`config.mk`:
```
export PLATFORM = sky130hd
export DESIGN_NAME = spi_reg_responder
export DESIGN_NICKNAME = d
export VERILOG_FILES = /design/src/rtl/spi_reg_responder.sv
export SDC_FILE = /design/constraint.sdc
export NUM_CORES = 1
export LEC_CHECK = 0
export CORE_MARGIN = 2
export CORE_UTILIZATION = 48
export CTS_CLUSTER_DIAMETER = 30
export CTS_CLUSTER_SIZE = 16
export DETAILED_ROUTE_END_ITERATION = 10
export PLACE_DENSITY = 0.74
export SYNTH_ARGS = -nofsm -noshare
export SYNTH_HDL_FRONTEND = slang
export SYNTH_SLANG_ARGS = --single-unit
```
`constraint.sdc`:
```
create_clock -name clk -period 3.6 [get_ports clk]
set_clock_uncertainty 0.15 [all_clocks]
set_input_delay 0.72 -clock clk [delete_from_list [all_inputs] [get_ports clk]]
set_output_delay 0.72 -clock clk [all_outputs]
set_load 0.01 [all_outputs]
```
`src/rtl/spi_reg_responder.sv`:
```
`timescale 1ns/1ps
// -----------------------------------------------------------------------------
// spi_reg_responder
//
// SPI responder (slave end) fronting a small byte-wide register bank. A frame
// is a command byte {RW, ADDR[6:0]} followed by data byte(s), MSB first, with
// CS active low. RW=1 writes the data byte into regs[ADDR]; RW=0 returns
// regs[ADDR] on MISO. ID_BYTE is shifted out during every command byte.
// SCLK, CS and MOSI are oversampled in the clk domain (clk >= 8x SCLK).
//
// Build option:
//   SPI_RSP_AUTOINC_EN  when defined, the address auto-increments after every
//                       data byte (7-bit wrap) so bursts of any length work.
//                       When undefined, the frame ends after one data byte and
//                       the responder idles in DONE until CS rises.
//
// Ports:
//   clk       in   system clock, rising edge
//   rst       in   asynchronous active-high reset
//   SPI_SCLK  in   SPI clock from the master (asynchronous)
//   CS        in   chip select, active low
//   MOSI      in   master out, slave in
//   MISO      out  slave out, 0 while not selected
//   CPOL      in   SCLK idle level, captured at CS fall
//   CPHA      in   0: sample leading / shift trailing, 1: the reverse
//   busy      out  high while a frame is in progress
//   wr_pulse  out  1-clk strobe per committed register write
//   wr_addr   out  address of the last committed write
//   regs      out  flat register bank, reg n at [8n+7:8n]
// -----------------------------------------------------------------------------
module spi_reg_responder #(
    parameter int         REG_COUNT = 8,
    parameter logic [7:0] ID_BYTE   = 8'hA5,
    parameter logic [7:0] RST_VAL   = 8'h00
) (
    input  logic                   clk,
    input  logic                   rst,
    input  logic                   SPI_SCLK,
    input  logic                   CS,
    input  logic                   MOSI,
    output logic                   MISO,
    input  logic                   CPOL,
    input  logic                   CPHA,
    output logic                   busy,
    output logic                   wr_pulse,
    output logic [6:0]             wr_addr,
    output logic [8*REG_COUNT-1:0] regs
);

    typedef enum logic [1:0] {IDLE, CMD, DATA, DONE} state_t;

    // 8-bit limit so REG_COUNT = 128 compares correctly against a 7-bit address
    localparam logic [7:0] REG_LIMIT = 8'(REG_COUNT);

    // synchronizers and edge history
    logic [1:0] sclk_sync_q, cs_sync_q, mosi_sync_q;
    logic       sclk_prev_q, cs_prev_q;

    // frame state
    state_t                    state_q, state_d;
    logic [2:0]                bit_cnt_q, bit_cnt_d;
    logic [6:0]                rx_q, rx_d;      // previous 7 bits; 8th comes from MOSI
    logic [7:0]                tx_q, tx_d;
    logic [6:0]                addr_q, addr_d;
    logic                      rw_q, rw_d;
    logic                      cpol_q, cpol_d;
    logic                      cpha_q, cpha_d;
    logic [REG_COUNT-1:0][7:0] regs_q, regs_d;
    logic                      wr_pulse_q, wr_pulse_d;
    logic [6:0]                wr_addr_q, wr_addr_d;

    // derived strobes
    logic       sclk_s, cs_s, mosi_s;
    logic       sclk_rise, sclk_fall, lead_edge, trail_edge;
    logic       sample_edge, shift_edge;
    logic       cs_fall, cs_rise;
    logic [7:0] shift_in;
    logic [7:0] rd_data;
    logic [7:0] tx_load;
    logic       in_range;

    assign sclk_s = sclk_sync_q[1];
    assign cs_s   = cs_sync_q[1];
    assign mosi_s = mosi_sync_q[1];

    assign sclk_rise  = sclk_s & ~sclk_prev_q;
    assign sclk_fall  = ~sclk_s & sclk_prev_q;
    // leading edge leaves the idle level, trailing edge returns to it
    assign lead_edge  = cpol_q ? sclk_fall : sclk_rise;
    assign trail_edge = cpol_q ? sclk_rise : sclk_fall;
    assign sample_edge = cpha_q ? trail_edge : lead_edge;
    assign shift_edge  = cpha_q ? lead_edge  : trail_edge;

    assign cs_fall = ~cs_s & cs_prev_q;
    assign cs_rise = cs_s & ~cs_prev_q;

    assign shift_in = {rx_q, mosi_s};
    assign in_range = ({1'b0, addr_q} < REG_LIMIT);

    // read mux; addresses with no register return 0
    always_comb begin
        rd_data = 8'h00;
        for (int n = 0; n < REG_COUNT; n++) begin
            if (addr_q == 7'(n)) rd_data = regs_q[n];
        end
    end

    // Byte presented at the first shift edge of a byte. The first shift edge
    // of each byte (bit_cnt == 0) reloads instead of shifting: for CPHA=0 that
    // is the trailing edge after the previous byte's last sample, which puts
    // bit 7 out before the byte's first leading edge; for CPHA=1 it is the
    // byte's first leading edge itself.
    assign tx_load = (state_q == CMD) ? ID_BYTE :
                     (rw_q ? 8'h00 : rd_data);

    always_comb begin
        state_d    = state_q;
        bit_cnt_d  = bit_cnt_q;
        rx_d       = rx_q;
        tx_d       = tx_q;
        addr_d     = addr_q;
        rw_d       = rw_q;
        cpol_d     = cpol_q;
        cpha_d     = cpha_q;
        regs_d     = regs_q;
        wr_pulse_d = 1'b0;
        wr_addr_d  = wr_addr_q;

        case (state_q)
            IDLE: begin
                if (cs_fall) begin
                    state_d   = CMD;
                    cpol_d    = CPOL;
                    cpha_d    = CPHA;
                    bit_cnt_d = 3'd0;
                    tx_d      = ID_BYTE;
                end
            end
            CMD, DATA: begin
                if (shift_edge) begin
                    tx_d = (bit_cnt_q == 3'd0) ? tx_load : {tx_q[6:0], 1'b0};
                end
                if (sample_edge) begin
                    rx_d      = shift_in[6:0];
                    bit_cnt_d = bit_cnt_q + 3'd1;
                    if (bit_cnt_q == 3'd7) begin
                        if (state_q == CMD) begin
                            state_d = DATA;
                            addr_d  = shift_in[6:0];
                            rw_d    = shift_in[7];
                        end else begin
                            // out-of-range writes are dropped without a strobe
                            if (rw_q && in_range) begin
                                for (int n = 0; n < REG_COUNT; n++) begin
                                    if (addr_q == 7'(n)) regs_d[n] = shift_in;
                                end
                                wr_pulse_d = 1'b1;
                                wr_addr_d  = addr_q;
                            end
`ifdef SPI_RSP_AUTOINC_EN
                            addr_d = addr_q + 7'd1;
`else
                            state_d = DONE;
`endif
                        end
                    end
                end
            end
            DONE: begin
                // wait for CS to rise; SCLK activity is ignored
            end
            default: state_d = IDLE;
        endcase

        // deselect wins over everything except a write committed this cycle
        if (cs_rise) state_d = IDLE;
    end

    always_ff @(posedge clk or posedge rst) begin
        if (rst) begin
            sclk_sync_q <= 2'b00;
            cs_sync_q   <= 2'b11;
            mosi_sync_q <= 2'b00;
            sclk_prev_q <= 1'b0;
            cs_prev_q   <= 1'b1;
            state_q     <= IDLE;
            bit_cnt_q   <= 3'd0;
            rx_q        <= 7'd0;
            tx_q        <= 8'h00;
            addr_q      <= 7'd0;
            rw_q        <= 1'b0;
            cpol_q      <= 1'b0;
            cpha_q      <= 1'b0;
            regs_q      <= {REG_COUNT{RST_VAL}};
            wr_pulse_q  <= 1'b0;
            wr_addr_q   <= 7'd0;
        end else begin
            sclk_sync_q <= {sclk_sync_q[0], SPI_SCLK};
            cs_sync_q   <= {cs_sync_q[0], CS};
            mosi_sync_q <= {mosi_sync_q[0], MOSI};
            sclk_prev_q <= sclk_s;
            cs_prev_q   <= cs_s;
            state_q     <= state_d;
            bit_cnt_q   <= bit_cnt_d;
            rx_q        <= rx_d;
            tx_q        <= tx_d;
            addr_q      <= addr_d;
            rw_q        <= rw_d;
            cpol_q      <= cpol_d;
            cpha_q      <= cpha_d;
            regs_q      <= regs_d;
            wr_pulse_q  <= wr_pulse_d;
            wr_addr_q   <= wr_addr_d;
        end
    end

    // outputs drop in the same clk that the synced CS rise is seen
    assign MISO     = ((state_q == CMD) || (state_q == DATA)) && !cs_s ? tx_q[7] : 1'b0;
    assign busy     = (state_q != IDLE) && !cs_s;
    assign wr_pulse = wr_pulse_q;
    assign wr_addr  = wr_addr_q;
    assign regs     = regs_q;

endmodule

```
* Yosys cells after proc, flatten, opt, wreduce, memory -nomap -nowiden
Cells that the tools add are included.
Storage, ports and cells: logic and storage cells 110, bits in registers 110, output and inout port bits 74, bits of input ports 7
Cells by class: add/sub/neg operators 1, muxes and demuxes 33, equal/unequal tests 16, reduce and logical (&&, ||, !) cells 27, bitwise gates (word level) 9, $lt $le $gt $ge 1
Operators with widths (count):
- $mux W8 | 13
- $reduce_and A6 Y1 | 8
- $eq A7 B3 Y1 const B | 4
- $pmux W8 S2 | 1
- $eq A7 B2 Y1 const B | 2
- $mux W1 | 11
- $ne A3 B3 Y1 const B | 3
- $mux W2 | 4
- $reduce_and A4 Y1 | 2
- $eq A7 B1 Y1 const B | 1
- $logic_not A7 Y1 | 1
- $lt A7 B4 Y1 const B | 1
- $mux W3 | 2
- $ne A2 B2 Y1 const B | 3
- $pmux W3 S2 | 1
- $reduce_and A3 Y1 | 2
- $not A1 Y1 | 5
- $reduce_and A5 Y1 | 1
- $and A1 B1 Y1 | 4
- $pmux W2 S2 | 1
- $reduce_and A2 Y1 | 2
- $reduce_bool A2 Y1 | 2
- $add A3 B1 Y3 const B | 1
- $eq A3 B3 Y1 const B | 1
- other kinds (9) | 11

* Logic depth before layout (Yosys ltp)
depth after elaboration 14, gate-level depth with buffers 7, gate-level depth less buffers 6

* Worst setup path before layout
No wires, ideal clock.
path kind register to output, start point register state_q[0], end point output port MISO, cell stages (with the launch flop) 6, required time 2.730 ns, setup slack 1.162 ns, arrival 1.568 ns, buffers on the path 2, cells stage by stage dfrtp_1 > inv_1 > ha_1 > clkbuf_1 > clkbuf_1 > and3_1
On the way: longest elaborated chain between the ends 4, elaborated cells between the ends (all ways) 5, classes of those cells 2 x eq/ne; 1 x mux; 2 x reduce/logical
Ends and longest elaborated chain:
- start: declaration | RTL line 60 | state_t state_q, state_d;
- start signal: assignment | RTL line 203 | state_q <= state_d;
- $eq A2 B1 Y1 or $eq A2 B2 Y1 (tied branches) | RTL line 218 | assign MISO = ((state_q == CMD) || (state_q == DATA)) && !cs_s ? tx_q[7] : 1'b0;
- $logic_or A1 B1 Y1 * | RTL line 218
- $logic_and A1 B1 Y1 * | RTL line 218
- $mux W1 * | RTL line 218
- end: declaration | RTL line 41 | output logic MISO,
Mark *: on every way between the ends. The rest lies on a longest branch, timed or not.

* Final worst setup path
start point register state_q[0], end point output port busy
On the way: longest elaborated chain between the ends 2
Ends and longest elaborated chain:
- $reduce_bool A2 Y1 | RTL line 219 | assign busy = (state_q != IDLE) && !cs_s;
- $logic_and A1 B1 Y1 | RTL line 219
- end: declaration | RTL line 44 | output logic busy,
No other way between the ends.

==> metrics.md <==
| Metric | Value |
|---|---|
| Status | finished clean |
| Clock buffer count from CTS | 9 |
| Clk_lat worst skew | 0.39 ns |
| CP Max Fanout | 9 |
| Cell area after synthesis | 5087 µm² |
| Setup bufs post-CTS | 0 |
| Vias per cell | 5.765 |
| Compound-cell area share of the yosys netlist | 0.07182 |
| Finished Cell Area | 6228 µm² |
| Max VDD drop | 0.3452 mV |
| Final net count | 470 |
| Worst-path clk slew | 0.11 ns |
| Worst Setup End Kind | output pin |
| Die height | 107.0 µm |
| Die area | 11440 µm² |
| Synth Area in XOR/XNOR | 0.001722 |
| Clock period minus worst slack | 2.759 ns |
| Root Driver | clkbuf_8 |
| Hold WS | 0.2139 ns |
| IO buf count | 80 |
| Post-DP HPWL | 8434 µm |
| Worst-Margin Slew | 0.8477 ns |
| Layout cells sized above 1 | 0.3000 |
| CTS tree | done |
| Unique masters post-synth | 50 |
| Count leader, synth | dfrtp_1 |
| Final Util | 0.6033 |
| DP Area | 6047 µm² |
| Wire per inst | 20.37 µm |
| Pleak | 2.904 nW |
| Gr ovfl total | 0 |
| Yosys top cell by area | dfrtp_1 |
| Reg2reg path depth | 4 |
| CP startpoint kind | register |
| Initial Utilization | 0.4928 |
| Sequential fraction of the synthesis area | 0.5418 |
| Synth warn | 0 |
| Worst Path Required | 2.73 ns |
| Mux cell area share after synthesis | 0.2435 |
| First-pass GRT wire length | 19840 µm |
| Power per cell area | 429.7 nW/µm² |
| Vias | 3436 |
| Crit Path Category | register to output pin |
| Worst Path Arrival | 1.89 ns |
| Fmax | 362.4 MHz |
| I/O pins | 81 |
| # Max-Cap Violations | 0 |
| Total negative slack | 0 ns |
| RePlAce Congestion | 0.8451 |
| Clock tree buffer depth | 2 |
| Standard-cell rows | 37 |
| Wirelength, routed | 12140 µm |
| Max-slew violation count | 0 |
| Antenna diode instance count | 0 |
| Tcrit/Tclk final | 0.7664 |
| Initial antenna violation count | 0 |
| DR pass1 iterations | 4 |
| Final Power | 2.677 mW |
| H-tree lvl count | 3 |
| Mean cell area of the mapped netlist | 13.42 µm² |
| Largest net degree at the start of global routing | 43 |
| Yosys top cell area share | 0.5263 |
| Synth Area in Adders | 0.01968 |
| Post-synthesis instance total | 379 |
| Area contributors post-synth | dfrtp_1, mux2_2, mux2i_1, ha_1, mux4_2 |
| Main combinational cell family by area after synthesis | multiplexers |
| DRC Markers | 0 |
| Synth top cells by count | dfrtp_1, mux2_2, clkbuf_1 |
| Top FF cell, synth | dfrtp_1 |
| Unrepaired setup endpoints after global routing | false |
| GRT Util Overall | 0.2295 |
| Synth async-reset ratio | 1.000 |
| Die width | 107.0 µm |
| 1st-iter DRT viols | 199 |
| Footprint of the multi-input gates | 2190 µm² |
| Clock Sinks | 110 |
| Flop2flop setup slack | 0.95 ns |
| Max_slew headroom | 0.4349 |
| Min-Delay Path Class | register to register |
| EDFF count, synth | 0 |
| ANT nets after route | 0 |
| Final-report setup violation count | 0 |
| Syn_nets | 394 |
| Vias in the first global route | 3604 |
| P&R area growth vs syn | 22.43% |
| Sequential Area | 2756 µm² |
| # fillers | 836 |
| Hold_buf cts | 0 |
| Core ar. | 10320 µm² |
| Yosys reg bits | 110 |
| Synth Area in Simple Gates | 0.09370 |
| Final hold violation count | 0 |
| CTS resizes | 0 |
| WHS Path Cells | 0 |
## report_power, final
part	switching, mW	total [mW]	internal (mW)
logic	0.269	0.475	0.205
registers	0.165	1.49	1.32
clock network	0.448	0.713	0.266
## cells by family (layout without fill, tap and decap cells)
| kind of cell | count (synthesis) | in the layout |
|---|---|---|
| DFF | 110 | 110 |
| muxes | 107 | 107 |
| and+or+nand+nor | 75 | 75 |
| AOI/OAI and AO/OA | 43 | 43 |
| buffers and inverters | 35 | 116 |
| adders and majority gates | 8 | 8 |
| xor gates and xnor gates | 1 | 1 |
## placed cells by master, fill, tap and decap left out, types with 2 or more instances in the layout
cell type        netlist  routed
inv_1                 12      11
clkdlybuf4s50_1        0      80
nand2b_1               5       5
o221a_2                5       5
buf_4                  0       5
nand4_1                8       8
nor3b_1                4       4
mux2_2                91      91
o31a_1                 3       3
nor2_1                11      11
dfrtp_1              107     107
clkbuf_8               0       9
nand3_1                2       2
a211o_1                3       3
inv_8                  0       2
clkinv_4               0       2
and2_1                 6       6
mux4_2                 4       4
buf_12                 0       2
mux2i_1               11      11
o32a_1                 3       3
o41ai_1                2       2
a32oi_1                3       3
nor3_1                 4       4
nor2b_1                6       6
nand2_1               11      11
ha_1                   8       8
and3_1                 3       3
o221a_1                3       3
o221ai_1               3       3
nand4_2                7       7
o22ai_1                4       4
dfstp_2                3       3
a22o_1                 3       3
a21oi_1                5       5
## worst max-delay path, stage by stage, from the launching register on
cell,delay [ns]
dfrtp_1,0.43
inv_1,0.07
ha_1,0.32
nor2_1,0.14
clkdlybuf4s50_1,0.54
## layer usage
metal	up-vias	track usage	part of all wire
li1	1553	-	-
met3	20	0.06383	0.050
met2	94	0.3685	0.49
met4	0	0.07236	0.017
met5	-	0	0
met1	1769	0.3037	0.44
## through the flow
stage	instances	worst slack, ns
final	596	0.8410
after global routing	596	0.7465
after CTS	596	0.8344
after detailed placement	580	0.9613
after global placement	580	0.9876
after floorplan	379	1.162
## state kept, by name, summed over array words and instances, names as in the netlist, 3 cells and up
signal     cells
tx_q           8
bit_cnt_q      3
regs          64
rx_q           7
addr_q         7
wr_addr        7
## cell type report
cell class | instances | share of cell area
repair buffers | 87 | 0.1410
clock inverters | 6 | 0.008638
inverters | 13 | 0.008437
clock buffers | 10 | 0.02049
flip-flops and latches | 110 | 0.4425
multi-input cells | 234 | 0.3515
well taps | 136 | 0.02732
## final timing paths
path | startpoint | to
worst max-delay path | state_q[0]$_DFFE_PP0P_ | busy
worst min-delay path | mosi_sync_q[0]$_DFF_PP0_ | mosi_sync_q[1]$_DFF_PP0_
worst max register to register | addr_q[0]$_DFFE_PP0P_ | regs[30]$_DFFE_PP0P_
worst min register to register | mosi_sync_q[0]$_DFF_PP0_ | mosi_sync_q[1]$_DFF_PP0_
max in group asynchronous | rst | cs_prev_q$_DFF_PP1_
min in group asynchronous | rst | regs[12]$_DFFE_PP0P_
Power figures use the tool's default switching activity.
